### config.mk
export PLATFORM = sky130hd
export DESIGN_NAME = spi_cpu_port_flat
export DESIGN_NICKNAME = d
export VERILOG_FILES = /design/src/rtl/spi_cpu_port_if.sv /design/src/rtl/spi_cpu_port.sv /design/src/flat_wrapper.sv
export SDC_FILE = /design/constraint.sdc
export NUM_CORES = 1
export LEC_CHECK = 0
export BUFFER_PORTS_ARGS = -buffer_cell sky130_fd_sc_hd__buf_2
export CELL_PAD_IN_SITES_DETAIL_PLACEMENT = 0
export CELL_PAD_IN_SITES_GLOBAL_PLACEMENT = 1
export CORE_UTILIZATION = 40
export CTS_BUF_LIST = sky130_fd_sc_hd__clkbuf_4
export DETAILED_ROUTE_END_ITERATION = 7
export PLACE_DENSITY = 0.95
export SLEW_MARGIN = 15
export SYNTH_ARGS = -nofsm -noshare
export SYNTH_HDL_FRONTEND = slang
export SYNTH_SLANG_ARGS = --single-unit
### constraint.sdc
create_clock -name clk -period 3.2 [get_ports clk]
set_input_delay 0.48 -clock clk [delete_from_list [all_inputs] [get_ports clk]]
set_output_delay 0.48 -clock clk [all_outputs]
set_load 0.05 [all_outputs]
### src/rtl/spi_cpu_port_if.sv
// spi_cpu_port_if: Z80 I/O bus as seen by the SPI CPU port.
//   master modport: CPU / bus-mux side (drives address, strobes, write data)
//   slave modport : spi_cpu_port side (returns read data, output enable, WAIT)
// Signals:
//   cpu_addr[7:0]  low address byte A[7:0]
//   cpu_iorq_n     IORQ, active low
//   cpu_m1_n       M1, active low (IORQ with M1 low is an interrupt ack)
//   cpu_rd_n       RD, active low
//   cpu_wr_n       WR, active low
//   cpu_din[7:0]   CPU output data bus
//   cpu_dout[7:0]  data returned to the CPU
//   cpu_oe         high when cpu_dout must drive the CPU input bus
//   cpu_wait_n     WAIT, active low
interface spi_cpu_port_if;
  logic [7:0] cpu_addr;
  logic       cpu_iorq_n;
  logic       cpu_m1_n;
  logic       cpu_rd_n;
  logic       cpu_wr_n;
  logic [7:0] cpu_din;
  logic [7:0] cpu_dout;
  logic       cpu_oe;
  logic       cpu_wait_n;

  modport master (
    output cpu_addr, cpu_iorq_n, cpu_m1_n, cpu_rd_n, cpu_wr_n, cpu_din,
    input  cpu_dout, cpu_oe, cpu_wait_n
  );

  modport slave (
    input  cpu_addr, cpu_iorq_n, cpu_m1_n, cpu_rd_n, cpu_wr_n, cpu_din,
    output cpu_dout, cpu_oe, cpu_wait_n
  );
endinterface

### src/rtl/spi_cpu_port.sv
// spi_cpu_port: Z80 I/O-port front end for the SPI byte engine.
// Decodes CPU I/O cycles to a data port (starts engine transfers) and a
// control/status port (SD chip selects, busy, overrun). Tracks transfer
// duration with a down-counter so software can poll busy.
//
// Optional build macro: SPI_CPU_PORT_WAIT_EN
//   defined   : a data-port access while busy is held off with cpu_wait_n
//               until the engine is free (PEND state); overrun never set.
//   undefined : cpu_wait_n tied high; a data-port access while busy is
//               dropped and sets the overrun flag.
//
// Ports:
//   clk            system clock (7 MHz)
//   reset          synchronous, active-high
//   cpu            spi_cpu_port_if.slave, Z80 I/O bus
//   spi_tx_strobe  to engine: start write transfer
//   spi_rx_strobe  to engine: start read transfer
//   spi_din[7:0]   byte to transmit
//   spi_dout[7:0]  engine's last received byte (valid while rx strobe high)
//   sd_cs_n[1:0]   SD chip selects, active low
//   busy           transfer in progress
//
// State | meaning
// IDLE   | waiting for a data-port access
// STROBE | first strobe cycle; read data captured here
// HOLD   | strobe held until the CPU access ends
// PEND   | (WAIT build only) CPU held by WAIT until engine free
module spi_cpu_port #(
  parameter logic [7:0] DATA_PORT   = 8'hEB,
  parameter logic [7:0] CTRL_PORT   = 8'hE7,
  parameter int         XFER_CYCLES = 18
) (
  input  logic           clk,
  input  logic           reset,
  spi_cpu_port_if.slave  cpu,
  output logic           spi_tx_strobe,
  output logic           spi_rx_strobe,
  output logic [7:0]     spi_din,
  input  logic [7:0]     spi_dout,
  output logic [1:0]     sd_cs_n,
  output logic           busy
);

  if (XFER_CYCLES < 17 || XFER_CYCLES > 31) begin : g_bad_xfer
    $error("spi_cpu_port: XFER_CYCLES must be within 17..31");
  end

  localparam logic [4:0] XFER_LOAD = 5'(XFER_CYCLES);

`ifdef SPI_CPU_PORT_WAIT_EN
  typedef enum logic [1:0] {IDLE, STROBE, HOLD, PEND} state_t;
`else
  typedef enum logic [1:0] {IDLE, STROBE, HOLD} state_t;
`endif

  state_t     state, state_nxt;
  logic       acc, acc_q, start;
  logic       dsel, csel, drd, dwr, crd, cwr;
  logic       data_start, ctrl_start;
  logic [4:0] cnt, cnt_nxt;
  logic       free;
  logic       do_start;
  logic       rd_q, rd_nxt;
  logic [7:0] spi_din_nxt;
  logic [7:0] cpu_dout_q, cpu_dout_nxt;
  logic [1:0] cs_nxt;
  logic       overrun, overrun_nxt;
  logic       ovr_set, ovr_clr;

  // Bus decode. IORQ together with M1 is an interrupt acknowledge.
  assign acc  = !cpu.cpu_iorq_n && cpu.cpu_m1_n && (!cpu.cpu_rd_n || !cpu.cpu_wr_n);
  assign dsel = acc && (cpu.cpu_addr == DATA_PORT);
  assign csel = acc && (cpu.cpu_addr == CTRL_PORT);
  assign drd  = dsel && !cpu.cpu_rd_n;
  assign dwr  = dsel && !cpu.cpu_wr_n;
  assign crd  = csel && !cpu.cpu_rd_n;
  assign cwr  = csel && !cpu.cpu_wr_n;

  assign start      = acc && !acc_q;
  assign data_start = start && dsel;
  assign ctrl_start = start && csel;

  assign cpu.cpu_oe   = drd || crd;
  assign cpu.cpu_dout = cpu_dout_q;

  assign busy = (cnt != 5'd0);
  // A counter of 1 reaches zero at this edge, so a new transfer may start.
  assign free = (cnt <= 5'd1);

  assign spi_tx_strobe = ((state == STROBE) || (state == HOLD)) && !rd_q;
  assign spi_rx_strobe = ((state == STROBE) || (state == HOLD)) &&  rd_q;

`ifdef SPI_CPU_PORT_WAIT_EN
  assign cpu.cpu_wait_n = (state != PEND);
`else
  assign cpu.cpu_wait_n = 1'b1;
`endif

  // Edge detector is left out of reset so an access already in flight when
  // reset is released is not taken as a new one.
  always_ff @(posedge clk) begin
    acc_q <= acc;
  end

  always_ff @(posedge clk) begin
    if (reset) begin
      state      <= IDLE;
      cnt        <= 5'd0;
      rd_q       <= 1'b0;
      spi_din    <= 8'hFF;
      cpu_dout_q <= 8'hFF;
      sd_cs_n    <= 2'b11;
      overrun    <= 1'b0;
    end else begin
      state      <= state_nxt;
      cnt        <= cnt_nxt;
      rd_q       <= rd_nxt;
      spi_din    <= spi_din_nxt;
      cpu_dout_q <= cpu_dout_nxt;
      sd_cs_n    <= cs_nxt;
      overrun    <= overrun_nxt;
    end
  end

  always_comb begin
    state_nxt    = state;
    cnt_nxt      = busy ? (cnt - 5'd1) : cnt;
    rd_nxt       = rd_q;
    spi_din_nxt  = spi_din;
    cpu_dout_nxt = cpu_dout_q;
    cs_nxt       = sd_cs_n;
    ovr_set      = 1'b0;
    ovr_clr      = 1'b0;
    do_start     = 1'b0;

    case (state)
      IDLE: begin
        if (data_start) begin
          if (free) begin
            do_start = 1'b1;
          end else begin
`ifdef SPI_CPU_PORT_WAIT_EN
            state_nxt = PEND;
`else
            ovr_set = 1'b1;
`endif
          end
        end
      end
      STROBE: begin
        // Engine still presents the previous byte: pipelined read.
        if (rd_q) cpu_dout_nxt = spi_dout;
        state_nxt = HOLD;
      end
      HOLD: begin
        if (!acc) state_nxt = IDLE;
      end
`ifdef SPI_CPU_PORT_WAIT_EN
      PEND: begin
        if (!acc)      state_nxt = IDLE;
        else if (free) do_start  = 1'b1;
      end
`endif
      default: state_nxt = IDLE;
    endcase

    if (do_start) begin
      state_nxt = STROBE;
      cnt_nxt   = XFER_LOAD;
      rd_nxt    = drd;
      if (dwr) spi_din_nxt = cpu.cpu_din;
    end

    if (ctrl_start && cwr) cs_nxt = cpu.cpu_din[1:0];
    if (ctrl_start && crd) begin
      cpu_dout_nxt = {busy, overrun, 4'b0000, sd_cs_n};
      ovr_clr      = 1'b1;
    end

    // A coincident set wins over the status-read clear.
    overrun_nxt = ovr_set ? 1'b1 : (ovr_clr ? 1'b0 : overrun);
  end

endmodule
### src/flat_wrapper.sv
// flat-port wrapper written by rule: the top's interface ports become plain ports
module spi_cpu_port_flat 
#(
  parameter logic [7:0] DATA_PORT   = 8'hEB,
  parameter logic [7:0] CTRL_PORT   = 8'hE7,
  parameter int         XFER_CYCLES = 18
)
  (clk, reset, spi_tx_strobe, spi_rx_strobe, spi_din, spi_dout, sd_cs_n, busy, cpu_cpu_addr, cpu_cpu_iorq_n, cpu_cpu_m1_n, cpu_cpu_rd_n, cpu_cpu_wr_n, cpu_cpu_din, cpu_cpu_dout, cpu_cpu_oe, cpu_cpu_wait_n);
  spi_cpu_port_if cpu_i ();
  input  logic clk;
  input  logic reset;
  output logic spi_tx_strobe;
  output logic spi_rx_strobe;
  output logic [7:0] spi_din;
  input  logic [7:0] spi_dout;
  output logic [1:0] sd_cs_n;
  output logic busy;
  input wire logic [$bits(cpu_i.cpu_addr)-1:0] cpu_cpu_addr;
  input wire logic [$bits(cpu_i.cpu_iorq_n)-1:0] cpu_cpu_iorq_n;
  input wire logic [$bits(cpu_i.cpu_m1_n)-1:0] cpu_cpu_m1_n;
  input wire logic [$bits(cpu_i.cpu_rd_n)-1:0] cpu_cpu_rd_n;
  input wire logic [$bits(cpu_i.cpu_wr_n)-1:0] cpu_cpu_wr_n;
  input wire logic [$bits(cpu_i.cpu_din)-1:0] cpu_cpu_din;
  output wire logic [$bits(cpu_i.cpu_dout)-1:0] cpu_cpu_dout;
  output wire logic [$bits(cpu_i.cpu_oe)-1:0] cpu_cpu_oe;
  output wire logic [$bits(cpu_i.cpu_wait_n)-1:0] cpu_cpu_wait_n;
  assign cpu_i.cpu_addr = cpu_cpu_addr;
  assign cpu_i.cpu_iorq_n = cpu_cpu_iorq_n;
  assign cpu_i.cpu_m1_n = cpu_cpu_m1_n;
  assign cpu_i.cpu_rd_n = cpu_cpu_rd_n;
  assign cpu_i.cpu_wr_n = cpu_cpu_wr_n;
  assign cpu_i.cpu_din = cpu_cpu_din;
  assign cpu_cpu_dout = cpu_i.cpu_dout;
  assign cpu_cpu_oe = cpu_i.cpu_oe;
  assign cpu_cpu_wait_n = cpu_i.cpu_wait_n;
  spi_cpu_port #(.DATA_PORT(DATA_PORT), .CTRL_PORT(CTRL_PORT), .XFER_CYCLES(XFER_CYCLES)) u_core (.clk(clk), .reset(reset), .cpu(cpu_i), .spi_tx_strobe(spi_tx_strobe), .spi_rx_strobe(spi_rx_strobe), .spi_din(spi_din), .spi_dout(spi_dout), .sd_cs_n(sd_cs_n), .busy(busy));
endmodule
==> metrics.txt <==
synth-to-layout area growth 19.8%; critical path, cell by cell inv_1 > ha_1 > or4b_2 > buf_2; Worst Tran Pin Value 0.760 ns; Arrival @ worst endpoint approximately 1.9 ns; Final Wtd Congestion 0.823; outcome finished clean; Antenna Nets Post-Route 0; Chip Width around 62 µm; Post-Route Hold Slack 0.390 ns; Placement Setup Slack 0.985 ns; number of instances in the placed design roughly 250; CTS clock-pin slew for the worst setup and hold paths 0.15 ns; sort of element at the end of the critical path output pin; maximum buffer depth of the clock tree 2; final number of max-transition violations 0; initial drt markers 57; class of the tightest hold or removal check in2reg; Power Internal between 0.5 and 0.6 mW; total standard cell area after synthesis about 0.0015 mm²; relative contribution of the clock network to total power approximately 17%; fraction of power consumed by combinational cells between 30 and 40%; highest fanout seen on the critical path 7; Yosys top cell area share a little under 40%; commonest non-fill, non-tap cell in the layout buf_2; Post-synth EDFFs 0; floorplan die area between 0.003 and 0.004 mm²; Die Ht 62.3 µm; Async SR Flop Fraction 0%; remaining global-route overflow 0; register bit total from synthesis 28; Max Clock Skew roughly 0.0049 ns; number of antenna violations at the first check in global routing 0; highest attainable clock frequency around 0.41 GHz; register-to-register setup slack between 1 and 1.5 ns; number of global-route vias before repair ~1200; total setup violations reported at the end of the flow 0; fraction of final layout cells with drive strength greater than 1 a little under a third; TritonCTS sink count 28; H-Tree Level Count 1; wire length of the first global-routing pass roughly 5000 µm; final-report hold violation count 0; initial cell density of the core around 43%; required time reported for the critical path endpoint about 2.7 ns; Critical Path Sink busy; placeable core region 0.00342 mm²; Startpoint Class flop; share of the cycle needed by the critical path after routing 75.6%; slowest stage cell on the critical path or4b_2; fraction of the yosys area taken by sequential cells between 30 and 40%; Switch Pwr 0.335 mW; routed length per placed instance 12.3 µm; I/O pins 53; total power per unit cell area around 510 mW/mm²; Root Driver clkbuf_4; tightest slew margin relative to the limit 48.9%; maximum number of pins on one net before global-route repair 40; GRT Total Usage 16.1%; type of the worst setup path reg2out; Syn Nets about 190; Placement Rows 21; Synthesis Warnings 0; routed via count ~1300; maxcap violations 0; biggest area consumer among synthesized cells dfxtp_1; CP startpoint u_core.cnt[0]$_SDFFE_PP0P_; count of unique library cells instantiated by Yosys 40; via count normalized by instance count slightly above 5; detailed-route wire length 3050 µm; path depth of the worst reg2reg path 6; clock tree from TritonCTS done; Synth area leaders dfxtp_1 (39%), mux2i_1 (14%), nor2_1 (7.2%); final non-filler cell total roughly 250; worst-skew pair later-pin latency approximately 0.33 ns; minimum clock period ~2.4 ns; number of post-CTS setup repair buffers 0; final worst slack roughly 0.78 ns; Port Buf Inserts around 50; clock buffers created by TritonCTS 3; R2R Path End u_core.spi_din[3]$_SDFFE_PP1P_; fraction of power spent switching nets between 30% and 40%; number of antenna cells inserted 0; residual DRC count 0; setup tns final 0 ns; setup repair after global routing missed its margin no; reported leakage power 0.811 nW; number of gates resized after cts 0; worst r2r src u_core.state[0]$_SDFFE_PP0P_; total half-perimeter wirelength after legalization and detailed placement between 2000 and 2500 µm; CP peak stage delay 0.70 ns; number of nets at the end of the flow between 200 and 250; synthesized netlist cell count approximately 160; Avg Cell Area, Syn between 9 and 10 µm²; Initial DRT Pass Iterations 4; Post-CTS Hold Buffers 0; IR drop worst, VDD between 0.2 and 0.25 mV; portion of total power attributed to sequential cells between 40 and 50%; Top FF cell, synth dfxtp_1; leading cell types in the layout, fill and taps excluded buf_2 (51), nor2_1 (28), dfxtp_1 (28)
## cell usage after synthesis (all sizes together) (2+ instances only)
| library cell | count |
|---|---|
| xor2 | 2 |
| nor2 | 28 |
| dfxtp | 28 |
| buf | 6 |
| and3 | 4 |
| nand2 | 8 |
| nor4 | 4 |
| or4b | 3 |
| nand2b | 3 |
| o21ai | 2 |
| and2 | 3 |
| inv | 4 |
| a21oi | 2 |
| a211oi | 6 |
| nor3 | 6 |
| nor2b | 2 |
| ha | 6 |
| o21bai | 4 |
| clkbuf | 2 |
| mux2i | 20 |
## final cells by class
type                       instances  area [µm²]
inverter                           4        15.0
timing repair buffer              51         255
fill                             337        1680
sequential                        28         561
clock inverter                     1        3.75
multi-input combinational        116         826
clock buffer                       3        22.5
tap                               46        57.6
## per-layer routing
layer	vias to the layer above	wire, µm	GRT usage (%)
met1	560	1460	20.5
met2	49	1350	26.6
met3	7	176	2.39
met5	-	0	0
met4	0	67	7.85
li1	638	-	-
## worst max-delay path: cells and delay by family (launching register included)
| family | cells | cell delay (ns) |
|---|---|---|
| buf+inv | 2 | 0.36 |
| simple gates | 1 | 0.70 |
| flops | 1 | 0.39 |
| fa+ha+maj | 1 | 0.16 |
## flip-flops by register name, summed over array words and instances, names as in the netlist
register	flops
u_core.spi_din	8
u_core.state	2
u_core.rd_q	1
u_core.cnt	5
u_core.overrun	1
u_core.sd_cs_n	2
u_core.cpu.cpu_dout	8
u_core.acc_q	1
## worst min path at each step
stage / cells after the start / slack (ns) / to / from
finish: 3 / 0.39 / u_core.spi_din[7]$_SDFFE_PP1P_ / cpu_cpu_din[7]
global route: 3 / 0.40 / u_core.spi_din[2]$_SDFFE_PP1P_ / cpu_cpu_din[2]
CTS: 3 / 0.39 / u_core.spi_din[7]$_SDFFE_PP1P_ / cpu_cpu_din[7]
detailed placement: 2 / 0.50 / u_core.overrun$_SDFFE_PP0P_ / u_core.overrun$_SDFFE_PP0P_
global placement: 2 / 0.49 / u_core.overrun$_SDFFE_PP0P_ / u_core.overrun$_SDFFE_PP0P_
floorplan: 2 / 0.46 / u_core.overrun$_SDFFE_PP0P_ / u_core.overrun$_SDFFE_PP0P_
## power by group through the flow
stage / clock (mW) / combinational, mW / sequential [mW]
2_1_floorplan: 0 / 0.260 / 0.416
3_3_place_gp: 0 / 0.312 / 0.424
3_5_place_dp: 0 / 0.317 / 0.424
4_1_cts: 0.151 / 0.319 / 0.417
5_1_grt: 0.165 / 0.352 / 0.424
6_report: 0.151 / 0.316 / 0.418
## cells by family (layout without fill, tap and decap cells)
family	Yosys count	after routing	synth area share, %
AO/OA/AOI/OAI	18	18	9.04
XOR/XNOR	3	3	1.81
adder cells (fa/ha/maj)	6	6	5.17
buffers and inverters	12	59	4.56
flip-flops	28	28	38.6
multiplexers	20	20	13.8
other	1	1	0.258
AND/OR/NAND/NOR	68	68	26.8
## per-stage QoR
stage / instance area, µm² / power (mW) / util (%)
2_1_floorplan: 1450 / 0.675 / -
3_3_place_gp: 1710 / 0.737 / 50.2
3_5_place_dp: 1710 / 0.741 / 50.2
4_1_cts: 1740 / 0.887 / 51.0
5_1_grt: 1740 / 0.941 / 51.0
6_report: 1740 / 0.884 / 51.0
(Power assumes the default switching activity.)
